<file path="config.mk">
export PLATFORM = sky130hd
export DESIGN_NAME = instr_fetch_unit
export DESIGN_NICKNAME = d
export VERILOG_FILES = /design/src/rtl/riscv_pkg.sv /design/src/rtl/fetch_fifo.sv /design/src/rtl/instr_fetch_unit.sv
export SDC_FILE = /design/constraint.sdc
export NUM_CORES = 1
export LEC_CHECK = 0
export CAP_MARGIN = 20
export CORE_MARGIN = 10
export CORE_UTILIZATION = 47
export CTS_CLUSTER_SIZE = 30
export DETAILED_ROUTE_END_ITERATION = 8
export PLACE_DENSITY = 0.76
export SYNTH_ARGS = -nofsm -noshare
export SYNTH_HDL_FRONTEND = slang
export SYNTH_SLANG_ARGS = --single-unit
</file>
<file path="constraint.sdc">
create_clock -name clk -period 6.5 [get_ports clk]
set_clock_uncertainty 0.05 [all_clocks]
set_input_delay 1.3 -clock clk [delete_from_list [all_inputs] [get_ports clk]]
set_output_delay 1.3 -clock clk [all_outputs]
set_load 0.02 [all_outputs]
</file>
<file path="src/rtl/riscv_pkg.sv">
// Shared fetch-path types: datapath width, default boot address, fetch FSM
// state encoding and the instruction-buffer entry layout.
package riscv_pkg;

    localparam int unsigned XLEN = 32;

    localparam logic [XLEN-1:0] RESET_PC_DEFAULT = 32'h0000_0000;

    // Fixed encodings so waveforms and older scripts keep matching.
    typedef enum logic [1:0] {
        FS_REQ  = 2'b00,  // free to issue a request
        FS_WAIT = 2'b01,  // one request granted, data still to come
        FS_DROP = 2'b10   // data still to come, but it is stale
    } fetch_state_e;

    typedef struct packed {
        logic [XLEN-1:0] pc;
        logic [XLEN-1:0] instr;
    } fetch_entry_t;

endpackage

</file>
<file path="src/rtl/fetch_fifo.sv">
// Instruction buffer between the fetch FSM and decode.
// Ports:
//   clk, rst          clock, async active-high reset
//   flush             drop every entry (wins over push/pop)
//   push, push_data   write one {pc, instr} entry at the tail
//   pop               retire the head entry
//   head              entry at the head (stale when empty)
//   full, empty       occupancy flags
//   count             current occupancy, 0..DEPTH
module fetch_fifo
    import riscv_pkg::*;
#(
    parameter int unsigned DEPTH = 2
) (
    input  logic                     clk,
    input  logic                     rst,
    input  logic                     flush,
    input  logic                     push,
    input  fetch_entry_t             push_data,
    input  logic                     pop,
    output fetch_entry_t             head,
    output logic                     full,
    output logic                     empty,
    output logic [$clog2(DEPTH):0]   count
);

    localparam int unsigned AW = $clog2(DEPTH);
    localparam int unsigned CW = AW + 1;

    fetch_entry_t  mem_q [DEPTH];
    logic [AW-1:0] wr_ptr_q;
    logic [AW-1:0] rd_ptr_q;
    logic [CW-1:0] count_q;
    logic          push_ok;
    logic          pop_ok;

    // Guarded handshakes: the buffer never corrupts itself on misuse.
    assign push_ok = push && !full;
    assign pop_ok  = pop && !empty;

    // Storage is reset so the head reads as zero straight out of reset.
    always_ff @(posedge clk or posedge rst) begin
        if (rst) begin
            mem_q    <= '{default: '0};
            wr_ptr_q <= '0;
            rd_ptr_q <= '0;
            count_q  <= '0;
        end else if (flush) begin
            wr_ptr_q <= '0;
            rd_ptr_q <= '0;
            count_q  <= '0;
        end else begin
            if (push_ok) begin
                mem_q[wr_ptr_q] <= push_data;
                wr_ptr_q        <= wr_ptr_q + AW'(1);
            end
            if (pop_ok) begin
                rd_ptr_q <= rd_ptr_q + AW'(1);
            end
            count_q <= count_q + CW'(push_ok) - CW'(pop_ok);
        end
    end

    assign head  = mem_q[rd_ptr_q];
    assign empty = (count_q == '0);
    assign full  = (count_q == CW'(DEPTH));
    assign count = count_q;

endmodule

</file>
<file path="src/rtl/instr_fetch_unit.sv">
// Instruction fetch unit: issues one word read at a time to instruction
// memory, buffers returned words with their PC, and handles redirects by
// flushing the buffer and discarding any in-flight response.
// Ports:
//   clk, rst                         clock, async active-high reset
//   redirect_valid, redirect_pc      taken branch/jump and its target
//   imem_req, imem_addr              read request and word-aligned address
//   imem_gnt                         memory accepts the request this cycle
//   imem_rvalid, imem_rdata          read response
//   out_valid, out_instr, out_pc     buffer head towards decode
//   out_ready                        decode consumes the head this cycle
module instr_fetch_unit
    import riscv_pkg::*;
#(
    parameter logic [XLEN-1:0] RESET_PC   = RESET_PC_DEFAULT,
    parameter int unsigned     FIFO_DEPTH = 2
) (
    input  logic            clk,
    input  logic            rst,
    input  logic            redirect_valid,
    input  logic [XLEN-1:0] redirect_pc,
    output logic            imem_req,
    output logic [XLEN-1:0] imem_addr,
    input  logic            imem_gnt,
    input  logic            imem_rvalid,
    input  logic [XLEN-1:0] imem_rdata,
    output logic            out_valid,
    output logic [XLEN-1:0] out_instr,
    output logic [XLEN-1:0] out_pc,
    input  logic            out_ready
);

    localparam int unsigned     CW         = $clog2(FIFO_DEPTH) + 1;
    localparam logic [XLEN-1:0] PC_STEP    = XLEN'(4);
    localparam logic [XLEN-1:0] ALIGN_MASK = ~XLEN'(3);

    fetch_state_e    state_q;
    fetch_state_e    state_nxt;
    logic [XLEN-1:0] fetch_pc_q;
    logic [XLEN-1:0] fetch_pc_nxt;
    logic [XLEN-1:0] req_pc_q;
    logic [XLEN-1:0] req_pc_nxt;
    logic            req_q;
    logic            req_nxt;
    logic            grant_c;
    logic            push_c;
    logic            pop_c;
    logic            flush_c;
    logic [CW-1:0]   count;
    logic [CW-1:0]   count_nxt;
    logic            full;
    logic            empty;
    fetch_entry_t    push_data;
    fetch_entry_t    head;

    // Next state, fetch PC and buffer controls; redirect overrides everything.
    always_comb begin
        state_nxt    = state_q;
        fetch_pc_nxt = fetch_pc_q;
        req_pc_nxt   = req_pc_q;
        push_c       = 1'b0;
        flush_c      = redirect_valid;
        grant_c      = req_q && imem_gnt && !full;
        pop_c        = !empty && out_ready && !redirect_valid;

        case (state_q)
            FS_REQ: begin
                // A granted request is owed a response even if we redirect.
                if (grant_c) begin
                    state_nxt    = redirect_valid ? FS_DROP : FS_WAIT;
                    req_pc_nxt   = fetch_pc_q;
                    fetch_pc_nxt = fetch_pc_q + PC_STEP;
                end
            end
            FS_WAIT: begin
                if (imem_rvalid) begin
                    state_nxt = FS_REQ;
                    push_c    = !redirect_valid;
                end else if (redirect_valid) begin
                    state_nxt = FS_DROP;
                end
            end
            FS_DROP: begin
                if (imem_rvalid) begin
                    state_nxt = FS_REQ;
                end
            end
            default: begin
                state_nxt = FS_REQ;
            end
        endcase

        if (redirect_valid) begin
            fetch_pc_nxt = redirect_pc & ALIGN_MASK;
        end

        if (flush_c) begin
            count_nxt = '0;
        end else begin
            count_nxt = count + CW'(push_c) - CW'(pop_c);
        end

        // Requesting only with a free slot reserves space for the response.
        req_nxt = (state_nxt == FS_REQ) && (count_nxt < CW'(FIFO_DEPTH));
    end

    // State and request registers.
    always_ff @(posedge clk or posedge rst) begin
        if (rst) begin
            state_q    <= FS_REQ;
            fetch_pc_q <= RESET_PC;
            req_pc_q   <= '0;
            req_q      <= 1'b0;
        end else begin
            state_q    <= state_nxt;
            fetch_pc_q <= fetch_pc_nxt;
            req_pc_q   <= req_pc_nxt;
            req_q      <= req_nxt;
        end
    end

    assign push_data = '{pc: req_pc_q, instr: imem_rdata};

    fetch_fifo #(
        .DEPTH (FIFO_DEPTH)
    ) u_fifo (
        .clk       (clk),
        .rst       (rst),
        .flush     (flush_c),
        .push      (push_c),
        .push_data (push_data),
        .pop       (pop_c),
        .head      (head),
        .full      (full),
        .empty     (empty),
        .count     (count)
    );

    assign imem_req  = req_q;
    assign imem_addr = fetch_pc_q;
    assign out_valid = !empty;
    assign out_instr = head.instr;
    assign out_pc    = head.pc;

endmodule

</file>
Yosys cells after proc, flatten, opt, wreduce, memory -nomap -nowiden. Index checks and enable logic that the tools add are counted.

Muxes and demuxes: 23. Eq/ne operators: 3. Add/subtract/negate cells: 7. Order comparisons: 4. Bitwise logic cells: 3. Reduce and logical (&&, ||, !) cells: 21.

Operator list (count): $mux 64 (4); $bwmux 128 (1); $mux 32 (3); $demux 64 s1 (1); $add 32x3->32 const B (1); $mux 2 (7); $logic_and 1x1->1 (8); $reduce_bool 2->1 (4); $logic_not 2->1 (3); $mux 1 (6); $pmux 2 s3 (1); $reduce_and 2->1 (3); $add 2x1->2 (2); $eq 2x2->1 const B (2); $ge 2x2->1 const B (2); $not 1->2 (2); $sub 2x1->2 (2); $logic_not 1->1 (3); $add 1x1->1 const B (2); $eq 2x1->1 const B (1); $lt 2x1->1 const B (1); $lt 2x2->1 const B (1); $not 1->1 (1).

Input port bits: 70. Register bits after elaboration: 199. Word-level logic and storage cells: 72. Output and inout bits: 98.

Depth between registers and ports, before layout.
Word-level depth: 8. Depth in mapped cells: 10. Mapped depth without buffers: 9.

Modules after synthesis. A second synthesis with hierarchy kept.

Cells, all modules: 680. Area, all modules: 8932.3 sq um.

Modules (own cells, without submodules): fetch_fifo (area each 5746.8 sq um, seq. area each 3303.2 sq um, cells each 366, times used 1); instr_fetch_unit (area each 3185.6 sq um, seq. area each 1576.5 sq um, cells each 314, times used 1).

Least setup slack after synthesis. OpenSTA, ideal clock, no wires.

Path type: input-to-reg. Start point: in redirect_valid. End point: reg req_q (netlist: imem_req). Required time: 6326 ps. Slack: 3320 ps. Library setup time: 124 ps. Data arrival time: 3006 ps. Buffers on the path: 3. Cell stages on the path: 8. Path through: clkbuf_1 -> clkbuf_1 -> buf_1 -> nor2_1 -> ha_1 -> or3_1 -> a21oi_1 -> a21oi_1.

Longest elaborated chain between the ends: 8. Elaborated cells between the ends (all ways): 15. Classes of those cells: add/sub (2); order compare (1); mux (8); reduce/logical (4).

RTL lines: start, declared (line instr_fetch_unit.sv:20) `input logic redirect_valid,`; $logic_not 1->1 (line instr_fetch_unit.sv:64, instr_fetch_unit.sv:78); $mux 1 (line instr_fetch_unit.sv:76) `if (imem_rvalid) begin`; $mux 1 (line instr_fetch_unit.sv:66) `case (state_q)`; $add 2x1->2 (line instr_fetch_unit.sv:100) `count_nxt = count + CW'(push_c) - CW'(pop_c);`; $sub 2x1->2 (line instr_fetch_unit.sv:100); $mux 2 (line instr_fetch_unit.sv:97) `if (flush_c) begin`; $lt 2x2->1 (line instr_fetch_unit.sv:104) `req_nxt = (state_nxt == FS_REQ) && (count_nxt < CW'(FIFO_DEPTH));`; $logic_and 1x1->1 (*) (line instr_fetch_unit.sv:104); net req_nxt (line instr_fetch_unit.sv:44) `logic req_nxt;`; end signal, assigned (line instr_fetch_unit.sv:118) `req_q <= req_nxt;`; end, declared (line instr_fetch_unit.sv:43) `logic req_q;`.

Mark *: on every way through the listed nets, which the timed path passes. The rest lies on a longest branch. A chain may end at the register's enable or synchronous reset.

Worst setup path in the final report.
Start point: reg u_fifo.rd_ptr_q. End point: out out_instr[19].

Longest elaborated chain between the ends: 4.

RTL lines: start, declared (line fetch_fifo.sv:32) `logic [AW-1:0] rd_ptr_q;`; start signal, assigned (line fetch_fifo.sv:58) `rd_ptr_q <= rd_ptr_q + AW'(1);`; $not 1->2 (implied by the code) (line fetch_fifo.sv:64) `assign head = mem_q[rd_ptr_q];`; $mux 64 (implied by the code) (3 in series) (line fetch_fifo.sv:64); end, declared (line instr_fetch_unit.sv:28) `output logic [XLEN-1:0] out_instr,`.

No other way between the ends. The select of a mux whose other input is x is not followed.

==> flow_summary.json <==
{
  "outcome": "complete, no violations",
  "ys_top_cells_by_area": "dfrtp_1, mux2_2, nand2_1",
  "h-tree-depth": 4,
  "sequentialPowerShare_pct": 40.5,
  "setup.worst_path.class": "flop to output port",
  "synth_area_leader_cell": "dfrtp_1",
  "drive_gt1_share_pct": 27.07,
  "num-fill-cells": 1474,
  "drt_iter0_drc": 231,
  "fin_nets": 929,
  "ir_worst_vdd_v": 0.0002043,
  "leakage_nw": 4.938,
  "gp_congestion": 0.7933,
  "holdWs_ns": 0.4524,
  "grt_max_degree": 192,
  "vias_per_cell": 5.320,
  "syn_area_per_cell_um2": 12.17,
  "synth_common_cells": "dfrtp_1, mux2_2, nand2_1",
  "yosys_warnings": 0,
  "fp-row-count": 49,
  "cp_max_fo": 36,
  "crit_arrival_ns": 2.89,
  "switching_share_pct": 33.24,
  "grtUsageTotal_pct": 16.65,
  "clk_pin_slew_worst_paths_ns": 0.07,
  "start_kind": "flop",
  "cts_num_sinks": 191,
  "power_switching_mw": 1.413,
  "antenna_found_initial": 0,
  "wl_per_cell_um": 18.30,
  "final_antenna_net_count": 0,
  "start_util_pct": 47.81,
  "coreArea_um2": 18020,
  "relSlewSlack_pct": 32.24,
  "synth_top_area_share_pct": 55.47,
  "routed_wl_um": 20080,
  "drv_slew": 0,
  "place_hpwl_um": 13090,
  "worstMarginPinSlew_ns": 1.016,
  "ys_seq_elements": 191,
  "min_from": "u_fifo.mem_q[0]$_DFFE_PP0P_",
  "power.total_mw": 4.252,
  "multiInputGateArea_um2": 3643,
  "clockBufferDepth": 2,
  "syn-cell-area_um2": 8617,
  "p_per_area_nw_per_um2": 386.2,
  "cap_violations": 0,
  "numCtsBuffers": 17,
  "setup_tns_ns": 0,
  "overflow": 0,
  "holdCritPathClass": "flop to flop",
  "intPower_mw": 2.839,
  "die-area_um2": 24150,
  "synth_edf_count": 0,
  "post_cts_resized": 0,
  "crit_start": "u_fifo.rd_ptr_q$_DFFE_PP0P_",
  "syn_inst": 708,
  "synthArstFlopShare_pct": 100.0,
  "cp.required_ns": 5.15,
  "rsz0062_at_grt": "false",
  "ios": 168,
  "r2r-start": "state_q[1]$_DFF_PP0_",
  "grt_pass1_wl_um": 32680,
  "synth_cell_types": 40,
  "post_cts_buffers": 0,
  "combPwrFrac_pct": 34.8,
  "setup_viol": 0,
  "regArea_um2": 4781,
  "die_w_um": 155.4,
  "grt_pass1_vias": 6155,
  "cp-end-kind": "output port",
  "fin_crit_sh_pct": 65.22,
  "fmaxAchievable_mhz": 235.9,
  "first_pass_iters": 5,
  "diodes": 0,
  "cts_root_buffer": "clkbuf_16",
  "num_vias": 5836,
  "hold_buffers": 0,
  "drc": 0,
  "synth.most_common_cell": "dfrtp_1",
  "syn_to_final_growth_pct": 27.76,
  "clock_latency_ns": 0.43,
  "pwr-share-clk_pct": 24.7,
  "port_buffers": 161,
  "die_h_um": 155.4,
  "min_period_ns": 4.239,
  "hold_viol_final": 0,
  "synth_seq_area_share_pct": 55.47,
  "cts_tree": "built",
  "ys.flop_type": "dfrtp_1"
}
## flip-flops by register name, summed over array words and instances (netlist names)
signal	flops
u_fifo.mem_q	124
imem_req	1
u_fifo.rd_ptr_q	1
u_fifo.count	2
req_pc_q	30
imem_addr	30
u_fifo.wr_ptr_q	1
state_q	2
## stage by stage
stage	setup slack (ns)	cell area, um^2	std cells	utilization, %
detailed placement	2.410	10410	1065	57.75
CTS	2.199	11010	1097	61.08
global placement	2.423	10410	1065	57.75
floorplan	2.688	8632	711	-
global route	2.121	11010	1097	61.08
finish	2.261	11010	1097	61.08
## power by group through the flow
stage | Combinational [mW] | Sequential (mW) | Clock, mW
2_1_floorplan | 0.885 | 1.70 | 0
3_3_place_gp | 1.47 | 1.73 | 0
3_5_place_dp | 1.50 | 1.75 | 0
4_1_cts | 1.51 | 1.72 | 1.08
5_1_grt | 1.60 | 1.77 | 1.13
6_report | 1.48 | 1.72 | 1.05
## cells by family after synthesis
group / after synthesis / share of synthesized area [%]
other: 1 / 0.04352
xor gates and xnor gates: 26 / 2.643
adders and majority gates: 4 / 0.5808
buffers and inverters: 50 / 2.556
and+or+nand+nor: 204 / 11.09
AOI/OAI and AO/OA: 41 / 2.701
muxes: 191 / 24.92
DFF: 191 / 55.47
## critical path: stages, from the launching register on
cell and delay, ns:
dfrtp_2 0.98, buf_4 0.51, mux2_2 0.39, clkdlybuf4s50_1 0.56
## cell usage in the layout (no fill, tap or decap), drive strengths merged
master / instances
clkdlybuf4s50: 160
inv: 14
clkinvlp: 3
mux2i: 3
dfrtp: 191
xor2: 10
or4: 4
nand2: 121
nand2b: 5
a211o: 1
nor3: 7
o31a: 2
nand3b: 1
ha: 4
xnor2: 16
mux2: 188
o22ai: 1
o21ai: 28
and3: 6
a21oi: 5
and4: 3
conb: 4
and2: 2
buf: 7
or3: 2
and3b: 1
nand3: 10
nor2b: 6
a22oi: 2
or2: 1
nand4: 12
nor4: 14
nor2: 8
clkbuf: 17
a311o: 1
a221o: 1
nand4b: 1
clkinv: 5
bufinv: 1
## path summary, 6_finish.rpt
| path | to | cells after the start | slack (ns) |
|---|---|---|---|
| max | out_instr[19] | 3 | 2.26 |
| min | u_fifo.mem_q[0]$_DFFE_PP0P_ | 1 | 0.45 |
| max reg2reg | imem_addr[20]$_DFFE_PP0P_ | 5 | 3.53 |
| min reg2reg | u_fifo.mem_q[0]$_DFFE_PP0P_ | 1 | 0.45 |
| max in group asynchronous | imem_addr[7]$_DFFE_PP0P_ | 3 | 4.18 |
| min in group asynchronous | u_fifo.mem_q[0]$_DFFE_PP0P_ | 3 | 1.47 |
## final cells by class
cell class	instances	area share (%)
Clock buffer	17	3.864
Clock inverter	15	1.591
Inverter	8	0.3069
Multi-Input combinational cell	470	33.09
Sequential cell	191	43.43
Tap cell	229	2.603
Timing Repair Buffer	167	15.12
## routing by layer
metal  routed length [um]  global-route usage, %  vias to the layer above
met5                    0                      0                        -
met4                  144                  5.258                        0
met1                 9170                  21.65                     2909
li1                     -                      -                     2759
met2                 9150                  25.39                      162
met3                 1613                  5.955                        6
No activity file was read; power rests on OpenSTA's default activity.
